===== config.mk =====
export PLATFORM = sky130hd
export DESIGN_NAME = frame_sequencer
export DESIGN_NICKNAME = d
export VERILOG_FILES = /design/src/rtl/frame_sequencer.sv
export SDC_FILE = /design/constraint.sdc
export NUM_CORES = 1
export LEC_CHECK = 0
export ABC_CLOCK_PERIOD_IN_PS = 1700
export CAP_MARGIN = 20
export CORE_MARGIN = 8
export CORE_UTILIZATION = 35
export CTS_BUF_LIST = sky130_fd_sc_hd__clkbuf_2 sky130_fd_sc_hd__clkbuf_4 sky130_fd_sc_hd__clkbuf_8
export DETAILED_ROUTE_END_ITERATION = 6
export HOLD_SLACK_MARGIN = 0.03
export PLACE_DENSITY = 0.59
export SLEW_MARGIN = 20
export SYNTH_ARGS = -nofsm -noshare
export SYNTH_HDL_FRONTEND = slang
export SYNTH_SLANG_ARGS = --single-unit

===== constraint.sdc =====
create_clock -name CLK -period 1.7 [get_ports CLK]
set_input_delay 0.17 -clock CLK [delete_from_list [all_inputs] [get_ports CLK]]
set_output_delay 0.17 -clock CLK [all_outputs]
set_load 0.02 [all_outputs]

===== src/rtl/frame_sequencer.sv =====
// frame_sequencer: APU frame step sequencer with QF/HF strobes; sticky IRQ only when FRAMESEQ_IRQ_EN is defined
module frame_sequencer #(
  parameter int STEP_PERIOD = 3728,
  parameter int CNT_W       = 12,
  parameter int STEPS0      = 4,
  parameter int STEPS1      = 5,
  parameter int STEP_W      = 3
) (
  input  logic              CLK,
  input  logic              RES,
  input  logic              ACLK_EN,
  input  logic              WR,
  input  logic [1:0]        DIN,
  input  logic              ACK,
  output logic              QF,
  output logic              HF,
  output logic              IRQ,
  output logic [STEP_W-1:0] STEP
);
  logic              mode, pend;
  logic [CNT_W-1:0]  cnt;
  logic [STEP_W-1:0] step;
  logic              tick, apply, step_end, last, silent, qf_d, hf_d;
  always_comb begin
    apply    = ACLK_EN && pend;
    tick     = ACLK_EN && !pend;
    step_end = tick && cnt == CNT_W'(STEP_PERIOD - 1);
    last     = step == (mode ? STEP_W'(STEPS1 - 1) : STEP_W'(STEPS0 - 1));
    silent   = mode && step == STEP_W'(STEPS1 - 2);
    qf_d     = (step_end && !silent) || (apply && mode);
    hf_d     = (step_end && !silent && (step[0] || last)) || (apply && mode);
  end
  always_ff @(posedge CLK) begin
    if (RES) begin
      mode <= 1'b0;
      pend <= 1'b0;
      cnt  <= '0;
      step <= '0;
      QF   <= 1'b0;
      HF   <= 1'b0;
    end else begin
      mode <= WR ? DIN[1] : mode;
      pend <= WR || (pend && !ACLK_EN);
      cnt  <= (apply || step_end) ? '0 : tick ? cnt + 1'b1 : cnt;
      step <= apply ? '0 : step_end ? (last ? '0 : step + 1'b1) : step;
      QF   <= qf_d;
      HF   <= hf_d;
    end
  end
  assign STEP = step;
`ifdef FRAMESEQ_IRQ_EN
  logic inhibit, irq, irq_set, irq_clr;
  always_comb begin
    irq_clr = ACK || (WR && DIN[0]);
    irq_set = step_end && !mode && last && !inhibit && !(WR && DIN[0]);
  end
  always_ff @(posedge CLK) begin
    if (RES) begin
      inhibit <= 1'b0;
      irq     <= 1'b0;
    end else begin
      inhibit <= WR ? DIN[0] : inhibit;
      irq     <= irq_set ? 1'b1 : irq_clr ? 1'b0 : irq;
    end
  end
  assign IRQ = irq;
`else
  logic unused_irq;
  assign unused_irq = ^{ACK, DIN[0]};
  assign IRQ = 1'b0;
`endif
endmodule

Word-level counts from Yosys, hierarchy flattened
Index checks and enable logic that the tools add are counted.

Register bits: 19. Bits of input ports: 7. Output and inout bits: 6. Word-level logic and storage cells: 31.

Add/sub/neg operators: 2. Equality and inequality tests: 3. Multiplexer cells: 2. Reductions and logical operators: 18.

Operators with widths (count): $add A12 B1 Y12 const B (1); $eq A12 B12 Y1 const B (1); $logic_and A1 B1 Y1 (8); $mux W3 (2); $logic_or A1 B1 Y1 (5); $reduce_or A2 Y1 (2); $add A3 B1 Y3 const B (1); $eq A3 B2 Y1 const B (1); $eq A3 B3 Y1 (1); $logic_not A1 Y1 (3).

Longest topological paths before layout
Gate-level depths: netlist of run 1.

Depth after elaboration: 6. Gate-level depth with buffers: 6. Gate-level depth less buffers: 5.

Worst setup path before layout of run 1
Ideal clock, no wire load.

Kind: flip-flop to flip-flop. Start: register pend. End: register cnt[9]. Library setup time: 0.062 ns. Arrival time: 1.283 ns. Required time: 1.638 ns. Slack: 0.355 ns. Cell stages (with the launch flop): 7. Path buffers: 2. Period minus slack after synthesis: 1.345 ns. Path through: dfxtp_1 > and4b_1 > buf_6 > and3_4 > a21bo_1 > buf_6 > nor2_2.

Cells in the longest elaborated chain, start to end: 5. Elaborated cells on any way between the ends: 6. Those cells by class: reduce/logical: 6.

RTL lines: from (decl) (line 20) `logic mode, pend;`; from (signal assigned) (line 43) `pend <= WR || (pend && !ACLK_EN);`; $logic_not A1 Y1 (line 26) `tick = ACLK_EN && !pend;`; $logic_and A1 B1 Y1 (line 26); $logic_and A1 B1 Y1 (line 27) `step_end = tick && cnt == CNT_W'(STEP_PERIOD - 1);`; $logic_or A1 B1 Y1 (line 44) `cnt <= (apply || step_end) ? '0 : tick ? cnt + 1'b1 : cnt;`; $reduce_or A2 Y1 (no source line); to (signal assigned) (line 44); to (decl) (line 21) `logic [CNT_W-1:0] cnt;`.

Parallel ways exist; a longest one is shown, timed or not. A chain may end at the register's enable or synchronous reset.

Final worst setup path of run 1
Start: register step[0], in the netlist STEP[0]. End: output port STEP[0].

RTL lines: from (decl) (line 22) `logic [STEP_W-1:0] step;`; from (signal assigned) (line 45) `step <= apply ? '0 : step_end ? (last ? '0 : step + 1'b1) : step;`; to (decl) (line 18) `output logic [STEP_W-1:0] STEP`.

No word-level cell between the ends.

==> results of run 1 <==
-- path summary, 6_finish.rpt --
kind / startpoint / end / cells past startpoint
min: DIN[1] / mode$_SDFFE_PP0P_ / 3
max: STEP[0]$_SDFFE_PP0P_ / STEP[0] / 1
min reg2reg: STEP[1]$_SDFFE_PP0P_ / STEP[1]$_SDFFE_PP0P_ / 2
max reg2reg: cnt[4]$_SDFFE_PP0P_ / cnt[0]$_SDFFE_PP0P_ / 5
-- registers in the layout (all words and copies together), names as in the netlist --
| name | cells |
|---|---|
| STEP | 3 |
| cnt | 12 |
| pend | 1 |
| HF | 1 |
| QF | 1 |
| mode | 1 |
-- per-layer routing --
layer,track usage,wire [um],vias to the layer above
li1,-,-,379
met1,0.103,853,337
met2,0.140,806,13
met3,0.0458,111,2
met4,0.0153,10,0
met5,0,0,-
-- placed cells by master, fill, tap and decap left out --
master and n:
inv_1 3, nand2_2 1, nand4b_1 2, nor2b_1 1, a21o_1 1, nor2_4 1
o32ai_2 1, and3_1 2, buf_12 1, nand3_1 2, nor2_2 9, nor4_2 1
buf_4 6, o311ai_0 1, nor3_1 1, a21bo_1 1, xnor2_1 4, nor4_1 2
mux2i_1 5, conb_1 1, and3_4 1, nand4_1 6, dfxtp_1 19, o22ai_1 1
a21oi_1 2, clkinv_2 1, clkbuf_4 3, nand2_1 10, ha_1 3, xor2_1 7
and4b_1 1, clkdlybuf4s50_1 9, a31oi_1 2, nor2_1 5
-- power groups by stage --
| stage | logic, mW | registers (mW) | clock network [mW] |
|---|---|---|---|
| 2_1_floorplan | 0.0375 | 0.470 | 0 |
| 3_3_place_gp | 0.0663 | 0.472 | 0 |
| 3_5_place_dp | 0.0681 | 0.472 | 0 |
| 4_1_cts | 0.0684 | 0.462 | 0.242 |
| 5_1_grt | 0.0752 | 0.464 | 0.258 |
| 6_report | 0.0680 | 0.462 | 0.228 |
-- layout make-up --
type,instances,area [um2],area share
multi-input combinational,74,524,0.461
sequential,19,380,0.334
timing repair buffer,16,155,0.136
tap,31,38.8,0.0341
clock buffer,3,22.5,0.0198
inverter,3,11.3,0.00990
clock inverter,1,5.00,0.00440
-- stage by stage --
stage	hold slack, ps	worst slack [ps]
after floorplan	242	355
after global placement	514	100
after detailed placement	530	74.9
after CTS	470	102
after global routing	518	57.7
final	477	113
-- kinds of logic after synthesis --
logic type,after synthesis,share of synthesized area
AO/OA/AOI/OAI,9,0.0754
AND/OR/NAND/NOR,45,0.280
adder cells (fa/ha/maj),3,0.0397
other,1,0.00396
multiplexers,5,0.0529
buffers and inverters,6,0.0437
flip-flops,19,0.402
XOR/XNOR,11,0.102
==> results.ini, run 1 <==
[logic_synthesis]
yosysUniqueCellTypes=31
synth-edff-count=0
synthArstFlopShare=0
synth_seq_cells=19
yosys.area.top_type=dfxtp_1
synth.most_common_cell=dfxtp_1
syn_inst=99
netlist_area_um2=946
synth_ff_type=dfxtp_1
synth_top_area_frac=0.402
synthesis.nets=109
netlist_top_cells_area=dfxtp_1, xor2_1, nor2_2
synth_common_cells=dfxtp_1, nand2_1, nor2_2
ys_warn_count=0
ys_seq_area_frac=0.402
avgSynthCellArea_um2=9.55

[clocking]
ctsRootBufferMaster=clkbuf_4
numCtsBuffers=3
cts_max_level=1
worstSkewPairLatency_ps=300
clk_path_buf_depth=2
clk_pin_slew_ps=110
ctsHoldBuffers=0
postCtsSetupRepairBufs=0
cts_tree=yes
post_cts_resized=0
clkSinkCount=19

[die]
rows=19
core_area_um2=2660
start_util=0.355
fp.dieH_um=68.0
chipWidth_um=68.0
num_io_pins=13
dieArea_um2=4620

[status]
outcome=complete, no violations

[critical_path]
crit_family=buffers and inverters
crit_fanout=6
cpPeakStageDelay_ps=660
cp_slowest_cell=clkdlybuf4s50_1
path_buf_inv=1
cp_cell_sequence=clkdlybuf4s50_1
required_ps=1530
r2r_slack_ps=320
arrival_ps=1420
start_kind=flop
crit_type=flop to output port
end_kind=output port

[detailed_routing]
drt_pass1_iterations=4
detail_route.iter0.violations=20
drt-wirelength-per-cell_um=12.1
drt_wl_total_um=1780
via_per_inst=4.97
vias=731
ant_nets=0
post-route-drc-count=0

[hold_path]
min_path_type=primary input to flop

[final_layout]
antenna_cells=0
nFillCells=267
fin_nets=127
finalNonFillerCells=147
fin_util=0.427
final_area_um2=1140
layout-drive-gt1-share=0.216
area_growth_pct=20.2

[job]
maxCapViolations=0

[grt]
grt_pass1_wl_um=3220
gr-total-overflow=0
first_global_vias=728
antenna_found_initial=0
grt_use_total=0.0871
grt_max_degree=12

[power_and_ir_drop]
p_int_mw=0.576
leakagePower_nw=0.434
switching_power_mw=0.182
p_sw_frac=0.241
pwr-share-clk=0.301
total_power_mw=0.758
power_frac_comb=0.090
p_per_area_nw_per_um2=666
pwr-share-seq=0.609
ir_drop_mv=0.437

[timing]
setup_viol=0
rsz0062_at_grt=no
tns_ps=0
clock-skew-final_ps=1.50
period_share=0.934
period_needed_ps=1590
fmax_ghz=0.630
hold_viol=0
slew_viol_final=0

[placement]
globalplace.congestion=0.707
hpwl_um=1350
dp.cells=143
dpl_cell_area_um2=1110
io_buffers=9

Power figures use the tool's default switching activity.
==> run 2: changes to the inputs <==
--- a/config.mk
+++ b/config.mk
@@ -6,5 +6,5 @@
 export NUM_CORES = 1
 export LEC_CHECK = 0
-export ABC_CLOCK_PERIOD_IN_PS = 1700
+export ABC_CLOCK_PERIOD_IN_PS = 1850
 export CAP_MARGIN = 20
 export CORE_MARGIN = 8
==> constraint.sdc (replaced) <==
create_clock -name CLK -period 1.85 [get_ports CLK]
set_input_delay 0.185 -clock CLK [delete_from_list [all_inputs] [get_ports CLK]]
set_output_delay 0.185 -clock CLK [all_outputs]
set_load 0.1 [all_outputs]
==> run 2 against run 1 <==
Net effect: final cell count down 2.0%; count of clock-buffer cells in the layout is the same; combinational power shrank 1%; critical path depth grew 3; largest cell class unchanged.
==> results.ini, run 2 (synthesized netlist as in run 1, its figures left out) <==
[grt]
antenna_found_initial=0
grt_pass1_wl_um=3240
first_global_vias=765
grt_max_degree=12
gr-total-overflow=0
grt_use_total=0.0917

[final_layout]
top_register=cnt
final_area_um2=1110
layout-drive-gt1-share=0.265
final_cell_mix=dfxtp_1, nand2_1, nor2_2
largest_reg_flops=12
fin_nets=124
mostFrequentLayoutCell=dfxtp_1
area_growth_pct=16.9
antenna_cells=0

[timing]
rsz0062_at_grt=no
tns_ps=0
slew_viol_final=0
hold_viol=0
period_needed_ps=1440
period_share=0.777
setup_viol=0
fmax_ghz=0.696
clock-skew-final_ps=8.19

[detailed_routing]
vias=735
post-route-drc-count=0
ant_nets=0
via_per_inst=5.10
drt_wl_total_um=1830
detail_route.iter0.violations=2
drt_pass1_iterations=3
drt-wirelength-per-cell_um=12.7

[clocking]
ctsHoldBuffers=0
post_cts_resized=0
clk_pin_slew_ps=120
numCtsBuffers=3
clk_path_buf_depth=2
cts_tree=yes
postCtsSetupRepairBufs=0
ctsRootBufferMaster=clkbuf_4
cts_max_level=1
worstSkewPairLatency_ps=310
clkSinkCount=19

[power_and_ir_drop]
leakagePower_nw=0.431
power_frac_comb=0.095
ir_drop_mv=0.571
switching_power_mw=0.185
pwr-share-seq=0.597
p_per_area_nw_per_um2=643
p_sw_frac=0.260
p_int_mw=0.526
pwr-share-clk=0.308

[critical_path]
r2r_end=HF$_SDFF_PP0_
end_kind=flop
arrival_ps=1670
ff2ff_path_depth=4
required_ps=2080
start_kind=flop
crit_end=HF$_SDFF_PP0_
crit_type=flop to flop
crit_fanout=6
cpPeakStageDelay_ps=440
startpoint=cnt[0]$_SDFFE_PP0P_
r2r_slack_ps=410
r2r_start=cnt[0]$_SDFFE_PP0P_
cp_slowest_cell=dfxtp_1
cp_cell_sequence=ha_1 -> and3_4 -> nand2_2 -> o32ai_2

[die]
fp.dieH_um=68.0
core_area_um2=2660
dieArea_um2=4620
num_io_pins=13
chipWidth_um=68.0
start_util=0.355
rows=19

[placement]
hpwl_um=1390
dpl_cell_area_um2=1080
io_buffers=9
globalplace.congestion=0.725

[job]
maxCapViolations=0

[status]
outcome=complete, no violations

[hold_path]
min_path_type=primary input to flop
min_from=DIN[1]

==> run 2: worst min path at each step <==
stage / endpoint / slack [ps] / cells after the start
2_1_floorplan: mode$_SDFFE_PP0P_ / 260 / 1
3_3_place_gp: STEP[0]$_SDFFE_PP0P_ / 480 / 2
3_5_place_dp: STEP[1]$_SDFFE_PP0P_ / 490 / 2
4_1_cts: mode$_SDFFE_PP0P_ / 490 / 3
5_1_grt: pend$_SDFF_PP0_ / 520 / 3
6_report: mode$_SDFFE_PP0P_ / 480 / 3
==> run 2: power groups by stage <==
stage / Clock [mW] / Combinational (mW) / Sequential [mW]
2_1_floorplan: 0 / 0.0415 / 0.434
3_3_place_gp: 0 / 0.0662 / 0.434
3_5_place_dp: 0 / 0.0684 / 0.434
4_1_cts: 0.227 / 0.0689 / 0.424
5_1_grt: 0.245 / 0.0736 / 0.426
6_report: 0.219 / 0.0673 / 0.424
==> run 2: layout make-up <==
cell class	instances	area (um2)
inverter	3	11.3
timing repair buffer	13	120
sequential	19	384
clock buffer	3	22.5
clock inverter	1	5.00
tap	31	38.8
multi-input combinational	74	524
fill	277	1560
==> run 2: layer usage <==
metal  vias up  routed length (um)  track usage
li1        374                   -            -
met1       344                 862       0.0956
met2        13                 863        0.156
met3         4                  76       0.0426
met4         0                  27       0.0384
met5         -                   0            0
==> run 2: worst max-delay path, delay by kind of cell (launching register included) <==
| family | cells | cell delay (ps) |
|---|---|---|
| flip-flops | 1 | 440 |
| AND/OR/NAND/NOR | 2 | 340 |
| adder cells (fa/ha/maj) | 1 | 300 |
| AO/OA/AOI/OAI | 1 | 280 |
==> run 2: through the flow <==
stage	util	std cells	total power, mW	hold slack, ps	setup slack (ps)
floorplan	-	99	0.476	257	263
global placement	0.405	140	0.500	481	172
detailed placement	0.405	140	0.502	493	149
CTS	0.415	144	0.720	485	400
global route	0.415	144	0.745	515	290
finish	0.415	144	0.711	484	413
